<file path="src/rtl/vga_rx_capture.sv">
// VGA receive-side crop-window capture.
// Measures the incoming raster, locks to it and forwards windowed pixels.
module vga_rx_capture (
  input  logic        vga_clk,
  input  logic        sys_rst,
  input  logic        hsync,
  input  logic        vsync,
  input  logic        rgb_valid,
  input  logic [15:0] rgb,
  input  logic        cap_en,
  input  logic [9:0]  win_x,
  input  logic [9:0]  win_y,
  input  logic [9:0]  win_w,
  input  logic [9:0]  win_h,
  output logic [15:0] cap_data,
  output logic        cap_valid,
  output logic        cap_sof,
  output logic        cap_eol,
  output logic        cap_eof,
  output logic [11:0] pix_x,
  output logic [11:0] pix_y,
  output logic [11:0] h_active,
  output logic [11:0] v_active,
  output logic        locked,
  output logic        fmt_err
);

  localparam logic [1:0] IDLE    = 2'd0;
  localparam logic [1:0] WAIT_VS = 2'd1;
  localparam logic [1:0] MEASURE = 2'd2;
  localparam logic [1:0] LOCKED  = 2'd3;

  logic [1:0]  state;
  logic        s_hs, s_vs, s_de, p_hs, p_vs, p_de;
  logic [15:0] s_rgb;
  logic [11:0] col, line;
  logic [9:0]  sh_x, sh_y, sh_w, sh_h;
  logic [11:0] meas_h;
  logic        meas_arm, meas_have, meas_bad;

  logic        fs, de_rise, de_fall, hs_rise;
  logic [11:0] col_cur, line_cur;
  logic [11:0] wx, wy, ww, wh, ha, va;
  logic [11:0] x_lo, y_lo, x_hi, y_hi, x_end, y_end;
  logic        full, empty, in_win, lock_now;
  logic        err_len, err_frm, cap_ok, cap;

  function automatic logic [11:0] sat_inc(input logic [11:0] v);
    return (v == 12'hFFF) ? v : v + 12'd1;
  endfunction

  assign fs      = s_vs & ~p_vs;
  assign de_rise = s_de & ~p_de;
  assign de_fall = ~s_de & p_de;
  assign hs_rise = s_hs & ~p_hs;
  assign locked  = (state == LOCKED);

  always_comb begin
    col_cur  = de_rise ? '0 : col;
    line_cur = fs ? '0 : line;
    // the window presented at frame start governs that whole frame
    wx = fs ? {2'b0, win_x} : {2'b0, sh_x};
    wy = fs ? {2'b0, win_y} : {2'b0, sh_y};
    ww = fs ? {2'b0, win_w} : {2'b0, sh_w};
    wh = fs ? {2'b0, win_h} : {2'b0, sh_h};
    lock_now = cap_en && (state == MEASURE) && fs && meas_arm &&
               meas_have && !meas_bad && (line != '0);
    ha = lock_now ? meas_h : h_active;
    va = lock_now ? line : v_active;
    full  = (ww == '0) || (wh == '0);
    x_hi  = wx + ww - 12'd1;
    y_hi  = wy + wh - 12'd1;
    x_lo  = full ? '0 : wx;
    y_lo  = full ? '0 : wy;
    x_end = (full || x_hi >= ha) ? ha - 12'd1 : x_hi;
    y_end = (full || y_hi >= va) ? va - 12'd1 : y_hi;
    empty = !full && (wx >= ha || wy >= va);
    in_win = !empty &&
             col_cur >= x_lo && col_cur <= x_end &&
             line_cur >= y_lo && line_cur <= y_end;
    err_len = (state == LOCKED) && de_fall && (col != h_active);
    err_frm = (state == LOCKED) && fs && (line != v_active);
    cap_ok  = cap_en && (lock_now || (state == LOCKED && !err_frm));
    cap     = cap_ok && s_de && in_win;
  end

  always_ff @(posedge vga_clk) begin
    if (sys_rst) begin
      {s_hs, s_vs, s_de, p_hs, p_vs, p_de} <= '0;
      s_rgb <= '0;
      col   <= '0;
      line  <= '0;
      sh_x  <= '0;
      sh_y  <= '0;
      sh_w  <= '0;
      sh_h  <= '0;
    end else begin
      s_hs  <= hsync;
      s_vs  <= vsync;
      s_de  <= rgb_valid;
      s_rgb <= rgb;
      p_hs  <= s_hs;
      p_vs  <= s_vs;
      p_de  <= s_de;
      if (fs) begin
        sh_x <= win_x;
        sh_y <= win_y;
        sh_w <= win_w;
        sh_h <= win_h;
      end
      if (s_de)         col <= sat_inc(col_cur);
      else if (hs_rise) col <= '0;
      if (fs)           line <= '0;
      else if (de_fall) line <= sat_inc(line);
    end
  end

  always_ff @(posedge vga_clk) begin
    if (sys_rst) begin
      state     <= IDLE;
      meas_h    <= '0;
      meas_arm  <= 1'b0;
      meas_have <= 1'b0;
      meas_bad  <= 1'b0;
      h_active  <= '0;
      v_active  <= '0;
      fmt_err   <= 1'b0;
    end else begin
      fmt_err <= cap_en && (err_len || err_frm);
      if (!cap_en) begin
        state <= IDLE;
      end else begin
        unique case (state)
          IDLE: state <= WAIT_VS;
          WAIT_VS: if (fs) begin
            state     <= MEASURE;
            meas_arm  <= 1'b1;
            meas_have <= 1'b0;
            meas_bad  <= 1'b0;
          end
          MEASURE: if (lock_now) begin
            state    <= LOCKED;
            h_active <= meas_h;
            v_active <= line;
          end else if (fs) begin
            meas_arm  <= 1'b1;
            meas_have <= 1'b0;
            meas_bad  <= 1'b0;
          end else if (de_fall && meas_arm) begin
            if (!meas_have) begin
              meas_h    <= col;
              meas_have <= 1'b1;
            end else if (col != meas_h) begin
              meas_bad <= 1'b1;
            end
          end
          LOCKED: if (err_frm) begin
            state     <= MEASURE;
            meas_arm  <= 1'b1;
            meas_have <= 1'b0;
            meas_bad  <= 1'b0;
          end else if (err_len) begin
            // partial frame is useless for measuring; wait for next vsync
            state    <= MEASURE;
            meas_arm <= 1'b0;
          end
          default: state <= IDLE;
        endcase
      end
    end
  end

  always_ff @(posedge vga_clk) begin
    if (sys_rst) begin
      cap_valid <= 1'b0;
      cap_sof   <= 1'b0;
      cap_eol   <= 1'b0;
      cap_eof   <= 1'b0;
      cap_data  <= '0;
      pix_x     <= '0;
      pix_y     <= '0;
    end else begin
      cap_valid <= cap;
      cap_sof   <= cap && col_cur == x_lo && line_cur == y_lo;
      cap_eol   <= cap && col_cur == x_end;
      cap_eof   <= cap && col_cur == x_end && line_cur == y_end;
      if (cap) begin
        cap_data <= s_rgb;
        pix_x    <= col_cur;
        pix_y    <= line_cur;
      end
    end
  end

endmodule

</file>
<file path="config.mk">
export PLATFORM = sky130hd
export DESIGN_NAME = vga_rx_capture
export DESIGN_NICKNAME = d
export VERILOG_FILES = /design/src/rtl/vga_rx_capture.sv
export SDC_FILE = /design/constraint.sdc
export NUM_CORES = 1
export LEC_CHECK = 0
export ABC_AREA = 1
export BUFFER_PORTS_ARGS = -buffer_cell sky130_fd_sc_hd__buf_4
export CELL_PAD_IN_SITES_DETAIL_PLACEMENT = 1
export CELL_PAD_IN_SITES_GLOBAL_PLACEMENT = 1
export CORE_MARGIN = 3
export CORE_UTILIZATION = 39
export DETAILED_ROUTE_END_ITERATION = 7
export PLACE_DENSITY = 0.87
export SETUP_SLACK_MARGIN = 0.2
export SLEW_MARGIN = 10
export SYNTH_ARGS = -nofsm -noshare
export SYNTH_HDL_FRONTEND = slang
export SYNTH_SLANG_ARGS = --single-unit
export TNS_END_PERCENT = 10
</file>
<file path="constraint.sdc">
create_clock -name vga_clk -period 5.4 [get_ports vga_clk]
set_input_delay 1.08 -clock vga_clk [delete_from_list [all_inputs] [get_ports vga_clk]]
set_output_delay 1.08 -clock vga_clk [all_outputs]
set_load 0.02 [all_outputs]
</file>
==> metrics.yaml, run 1 <==
global_route:
  grt_overflow: 0
  grt_max_degree: 83
  antenna_found_initial: 0
  grt_pass1_vias: 13638
  grt_pass1_wl_um: 70700
  grt_usage: 0.267
detailed_routing:
  final_antenna_net_count: 0
  wirelength_um: 49100
  drtIter0Drc: 787
  via_per_inst: 5.48
  drc_errors: 1
  first_pass_iters: 7
  via_count: 13062
  wl_per_cell_um: 20.6
synthesis:
  netlist_instances: 1725
  yosysWarningCount: 0
  synthFlopType: "dfxtp_1"
  synthArstFlopShare: 0
  syn_area_per_cell_um2: 6.91
  netlist_area_um2: 11900
  synth_cell_types: 46
  ys_ff_latch: 172
  seq_area_frac_synth: 0.289
  synth_edf_count: 0
  synth_nets: 1920
sta:
  setup_viol: 44
  holdWs_ps: 476
  fin_crit_ps: 6350
  final.setup.worst_slack_ps: -950
  tns_ps: -38130
  slew_viol_final: 0
  relSlewSlack: 0.361
  rsz0062_at_grt: "true"
  worst_pin_slew_ps: 959
  fmax_ghz: 0.157
  finalCritPeriodShare: 1.18
  final.setup_skew_ps: 12.7
  hold_viol_final: 0
critical_path:
  arrival_ps: 6730
  path_class: "input port to flop"
  reg2reg_depth: 38
  slowest_stage: "fa_2"
  cp.required_ps: 5780
  timing.critical_path.mode_cell: "nand2_1"
  crit_path_end_kind: "flop"
  r2r-start: "p_vs$_SDFF_PP0_"
  reg2reg_slack_ps: -940
  critPathMaxStageDelay_ps: 370
  path_max_fanout: 6
  startpoint_type: "input port"
  reg2reg_to: "cap_eof$_SDFF_PP0_"
min_path:
  min_to: "meas_bad$_SDFFE_PP0P_"
  hold_path_class: "flop to flop"
  min_from: "meas_bad$_SDFFE_PP0P_"
  hold_depth: 2
placed_design:
  dp_hpwl_um: 33200
  place_congestion: 0.914
  dp.cells: 2330
  place_ws_ps: -988
  port_buffers: 131
layout:
  fillers: 3784
  nets: 2176
  finalNonFillerCells: 2383
  seq_area_um2: 3450
  multi_input_area_um2: 7610
  most-common-layout-cells: "nand2_1, buf_4, inv_1, nor2_1, dfxtp_1"
  drive_gt1_frac: 0.261
  area_delta_synth_final_pct: 31.3
  antenna_cells: 0
  layout_commonest_cell: "nand2_1"
  post-route-util: 0.524
pwr:
  p_clk_frac: 0.274
  powerDensity_nw_per_um2: 296
  p_int_mw: 2.85
  ir_drop_v: 0.000256
  p_sw_mw: 1.78
  comb_power_share: 0.442
  p_leak_nw: 7.85
  seq_power_share: 0.284
  p_sw_frac: 0.385
clock_tree:
  cts_tree: "done"
  clk_pin_slew_ps: 80
  cts_made_buffers: 17
  cts-root-buf: "clkbuf_16"
  clock_path_buffers: 2
  cts_hold_buf: 0
  cts.sinks: 172
  cts-htree-levels: 4
  clkLatencyLatePin_ps: 460
outcome:
  violations: "DRC, setup timing"
  status: "finished, violations left"
floorplanning:
  num_io_pins: 132
  die_area_um2: 32700
  start_util: 0.399
  die_y_um: 181
  fp.dieW_um: 181
  rows: 63
  coreArea_um2: 29900
run:
  drv_cap: 0
-- state kept, by name (all words and copies together), names as in the netlist, 12 cells and up --
name      flops
cap_data     16
s_rgb        16
col          12
h_active     12
line         12
meas_h       12
pix_x        12
pix_y        12
v_active     12
-- what timing repair did --
item,CTS,global route
gates cloned,2,7
pin swaps,7,51
setup endpoints to repair,44,44
resized for setup,18,107
setup buffers,2,11
-- layout make-up --
type | instances | area share
clock buffers | 18 | 0.0274
clock inverters | 13 | 0.00848
inverters | 258 | 0.0626
multi-input cells | 1231 | 0.487
flip-flops and latches | 172 | 0.220
well taps | 390 | 0.0312
repair buffers | 301 | 0.163
-- worst max-delay path, delay by kind of cell --
kind | cells | cell delay [ps]
AND/OR/NAND/NOR | 15 | 1930
adder cells (fa/ha/maj) | 5 | 1290
AO/OA/AOI/OAI | 8 | 1260
buffers and inverters | 7 | 890
XOR/XNOR | 1 | 240
-- cell families after synthesis --
kind of cell / after synthesis / share of synthesized area
xor+xnor: 59 / 0.0434
mux: 2 / 0.00168
fa+ha+maj: 133 / 0.141
compound gates: 274 / 0.128
flops: 172 / 0.289
simple gates: 763 / 0.281
buf+inv: 322 / 0.116
-- cell usage after synthesis (all sizes together) (2+ instances only) --
cell | instances | area share
xor2 | 46 | 0.034
buf | 40 | 0.027
o21ai | 117 | 0.056
inv | 258 | 0.081
nand3b | 4 | 0.0025
nand4 | 27 | 0.015
o211ai | 5 | 0.0032
nor2 | 233 | 0.079
nand3 | 101 | 0.043
or2 | 31 | 0.016
nor3 | 18 | 0.0098
xnor2 | 13 | 0.0096
clkbuf | 24 | 0.0076
a21oi | 130 | 0.055
mux2i | 2 | 0.0017
a21o | 3 | 0.0019
ha | 131 | 0.14
o2111ai | 4 | 0.0029
a31oi | 9 | 0.0053
fa | 2 | 0.0034
nand2 | 339 | 0.11
dfxtp | 172 | 0.29
o21a | 3 | 0.0019
nor4 | 9 | 0.0047
o31a | 2 | 0.0015
-- per-stage QoR --
step | instance area [um^2] | power, mW
floorplan | 12100 | 2.33
global placement | 14300 | 2.89
detailed placement | 14300 | 3.00
CTS | 15000 | 4.29
global route | 15600 | 4.86
finish | 15600 | 4.63
-- per-layer routing --
metal | share of wire | vias up | track usage
li1 | - | 6046 | -
met1 | 0.40 | 6338 | 0.320
met2 | 0.50 | 510 | 0.482
met3 | 0.054 | 168 | 0.0403
met4 | 0.040 | 0 | 0.0995
met5 | 0 | - | 0
-- power by group through the flow --
| stage | Sequential (mW) | Combinational [mW] | Clock (mW) |
|---|---|---|---|
| floorplan | 1.33 | 0.998 | 0 |
| CTS | 1.31 | 1.72 | 1.26 |
| finish | 1.31 | 2.05 | 1.27 |
| global route | 1.32 | 2.22 | 1.33 |
| global placement | 1.34 | 1.55 | 0 |
| detailed placement | 1.34 | 1.66 | 0 |
-- worst max path at each step --
stage | end | startpoint | cells past startpoint | slack [ps]
6_report | cap_eof$_SDFF_PP0_ | win_h[0] | 36 | -950
5_1_grt | pix_x[2]$_SDFFE_PP0N_ | p_vs$_SDFF_PP0_ | 41 | -1220
4_1_cts | cap_sof$_SDFF_PP0_ | win_h[1] | 38 | -560
3_5_place_dp | pix_x[10]$_SDFFE_PP0N_ | win_w[0] | 37 | -990
3_3_place_gp | pix_x[11]$_SDFFE_PP0N_ | win_w[2] | 36 | -660
2_1_floorplan | pix_x[7]$_SDFFE_PP0N_ | win_w[0] | 36 | -150
No activity file was read; power rests on OpenSTA's default activity.
==> inputs of run 2 (changes only) <==
--- a/config.mk
+++ b/config.mk
@@ -14,6 +14,7 @@
 export DETAILED_ROUTE_END_ITERATION = 7
 export PLACE_DENSITY = 0.87
 export SETUP_SLACK_MARGIN = 0.2
+export SKIP_LAST_GASP = 1
 export SLEW_MARGIN = 10
 export SYNTH_ARGS = -nofsm -noshare
 export SYNTH_HDL_FRONTEND = slang
==> metrics.yaml, run 2 (synthesis results as in run 1) <==
layout:
  area_delta_synth_final_pct: 29.8  # was 31.3%
  seq_area_um2: 3450  # unchanged
  final_cell_area_um2: 15500  # was 15600 um^2
  multi_input_area_um2: 7510  # was 7610 um^2
  post-route-util: 0.518  # was 0.524
  antenna_cells: 0  # unchanged
  reg_top3: "cap_data (16), s_rgb (16)"  # unchanged
  most-common-layout-cells: "nand2_1, buf_4, inv_1, nor2_1, dfxtp_1"  # unchanged
  fillers: 3807  # was 3784
  drive_gt1_frac: 0.252  # was 0.261
  layout_commonest_cell: "nand2_1"  # unchanged
  nets: 2172  # was 2176
detailed_routing:
  via_per_inst: 5.50  # was 5.48
  wl_per_cell_um: 20.7  # was 20.6 um
  first_pass_iters: 5  # was 7
  drtIter0Drc: 843  # was 787
  wirelength_um: 49300  # was 49100 um
  drc_errors: 0  # was 1
  via_count: 13075  # was 13062
  final_antenna_net_count: 0  # unchanged
critical_path:
  reg2reg_slack_ps: -900  # was -940 ps
  cp.required_ps: 5750  # was 5780 ps
  reg2reg_depth: 42  # was 38
  startpoint_type: "flop"  # was input port
  critPathMaxStageDelay_ps: 410  # was 370 ps
  path_max_fanout: 11  # was 6
  slowest_stage: "fa_2"  # unchanged
  path_class: "flop to flop"  # was input port to flop
  crit_path_end_kind: "flop"  # unchanged
  arrival_ps: 6650  # was 6730 ps
  r2r-start: "p_vs$_SDFF_PP0_"  # unchanged
  cp.buffers_inverters: 10  # was 7
  reg2reg_to: "cap_data[13]$_SDFFE_PP0N_"  # was cap_eof$_SDFF_PP0_
  timing.critical_path.mode_cell: "nand2_1"  # unchanged
  path_delay_family: "simple AND/OR/NAND/NOR gates"  # unchanged
clock_tree:
  clkLatencyLatePin_ps: 470  # was 460 ps
  cts-htree-levels: 4  # unchanged
  clk_pin_slew_ps: 80  # about the same
  cts.sinks: 172  # unchanged
  clock_path_buffers: 2  # unchanged
  cts_hold_buf: 0  # unchanged
  cts-root-buf: "clkbuf_16"  # unchanged
  cts_made_buffers: 17  # unchanged
  cts_tree: "done"  # unchanged
sta:
  final.setup.worst_slack_ps: -897  # was -950 ps
  worst_pin_slew_ps: 891  # was 959 ps
  finalCritPeriodShare: 1.17  # was 1.18
  hold_viol_final: 0  # unchanged
  rsz0062_at_grt: "true"  # unchanged
  fmax_ghz: 0.159  # was 0.157 GHz
  fin_crit_ps: 6300  # was 6350 ps
  tns_ps: -37190  # was -38130 ps
  holdWs_ps: 472  # was 476 ps
  setup_viol: 44  # unchanged
  final.setup_skew_ps: 15.5  # was 12.7 ps
  relSlewSlack: 0.406  # was 0.361
  slew_viol_final: 0  # unchanged
pwr:
  p_clk_frac: 0.274  # about the same
  seq_power_share: 0.284  # about the same
  p_sw_mw: 1.79  # was 1.78 mW
  p_int_mw: 2.84  # was 2.85 mW
  comb_power_share: 0.442  # about the same
  p_sw_frac: 0.386  # was 0.385
  powerDensity_nw_per_um2: 300  # was 296 nW/um^2
  ir_drop_v: 0.000269  # was 0.000256 V
  p_leak_nw: 7.83  # was 7.85 nW
min_path:
  min_from: "meas_bad$_SDFFE_PP0P_"  # unchanged
  min_to: "meas_bad$_SDFFE_PP0P_"  # unchanged
  hold_depth: 2  # unchanged
  hold_path_class: "flop to flop"  # unchanged
global_route:
  grt_pass1_vias: 13585  # was 13638
  grt_overflow: 0  # unchanged
  grt_max_degree: 83  # unchanged
  antenna_found_initial: 0  # unchanged
  grt_usage: 0.267  # about the same
  grt_pass1_wl_um: 70300  # was 70700 um
floorplanning:
  fp.dieW_um: 181  # unchanged
  coreArea_um2: 29900  # unchanged
  die_y_um: 181  # unchanged
  rows: 63  # unchanged
  die_area_um2: 32700  # unchanged
  num_io_pins: 132  # unchanged
  start_util: 0.399  # unchanged
placed_design:
  place_area_um2: 14300  # unchanged
  place_ws_ps: -988  # unchanged
  dp_hpwl_um: 33200  # unchanged
  port_buffers: 131  # unchanged
  place_congestion: 0.914  # unchanged
outcome:
  violations: "setup timing"  # was DRC, setup timing
  status: "finished, violations left"  # unchanged
run:
  drv_cap: 0  # unchanged
## run 2: cell count changes in the layout (fill, tap and decap cells not counted), sizes merged
| cell | delta |
|---|---|
| clkbuf | -1 |
| buf | -3 |
## run 2: what timing repair did
item,CTS,global route
pin swaps,6,35
endpoints found under the hold margin,0,0
resized for setup,15,91
gates cloned,2,6
buffers inserted,2,8
endpoints found under the setup margin,44,44
## run 2: how the worst max path moves through the flow
| stage | from | end | slack, ps | cells after the start |
|---|---|---|---|---|
| global placement | win_w[2] | pix_x[11]$_SDFFE_PP0N_ | -660 | 36 |
| CTS | win_h[1] | cap_sof$_SDFF_PP0_ | -570 | 37 |
| global route | p_vs$_SDFF_PP0_ | cap_data[11]$_SDFFE_PP0N_ | -1290 | 41 |
| detailed placement | win_w[0] | pix_x[10]$_SDFFE_PP0N_ | -990 | 37 |
| finish | p_vs$_SDFF_PP0_ | cap_data[13]$_SDFFE_PP0N_ | -900 | 42 |
| floorplan | win_w[0] | pix_x[7]$_SDFFE_PP0N_ | -150 | 36 |
## run 2: area by class of cell
cell class / instances / area share
clock buffer: 18 / 0.0277
clock inverter: 13 / 0.00857
inverter: 258 / 0.0631
multi-input combinational: 1231 / 0.485
sequential: 172 / 0.223
tap: 390 / 0.0315
timing repair buffer: 297 / 0.161
## run 2: through the flow
step           cells  power, mW
2_1_floorplan   1725       2.33
3_3_place_gp    2330       2.89
3_5_place_dp    2330       3.00
4_1_cts         2365       4.29
5_1_grt         2379       4.87
6_report        2379       4.63
## run 2: per-layer routing
metal / global-route usage / vias to the layer above / part of all wire
met5: 0 / - / 0
met4: 0.111 / 0 / 0.047
met3: 0.0453 / 178 / 0.056
met2: 0.476 / 532 / 0.50
met1: 0.317 / 6326 / 0.40
li1: - / 6039 / -
## run 2: worst min-delay path: stages, from the launching register on
cell and delay (ps):
dfxtp_1 300, inv_1 60, a21oi_1 60
## run 2: power by group through the flow
stage / clock, mW / sequential [mW] / combinational [mW]
floorplan: 0 / 1.33 / 0.998
global placement: 0 / 1.34 / 1.55
detailed placement: 0 / 1.34 / 1.66
CTS: 1.26 / 1.31 / 1.71
global route: 1.33 / 1.32 / 2.22
finish: 1.27 / 1.31 / 2.05
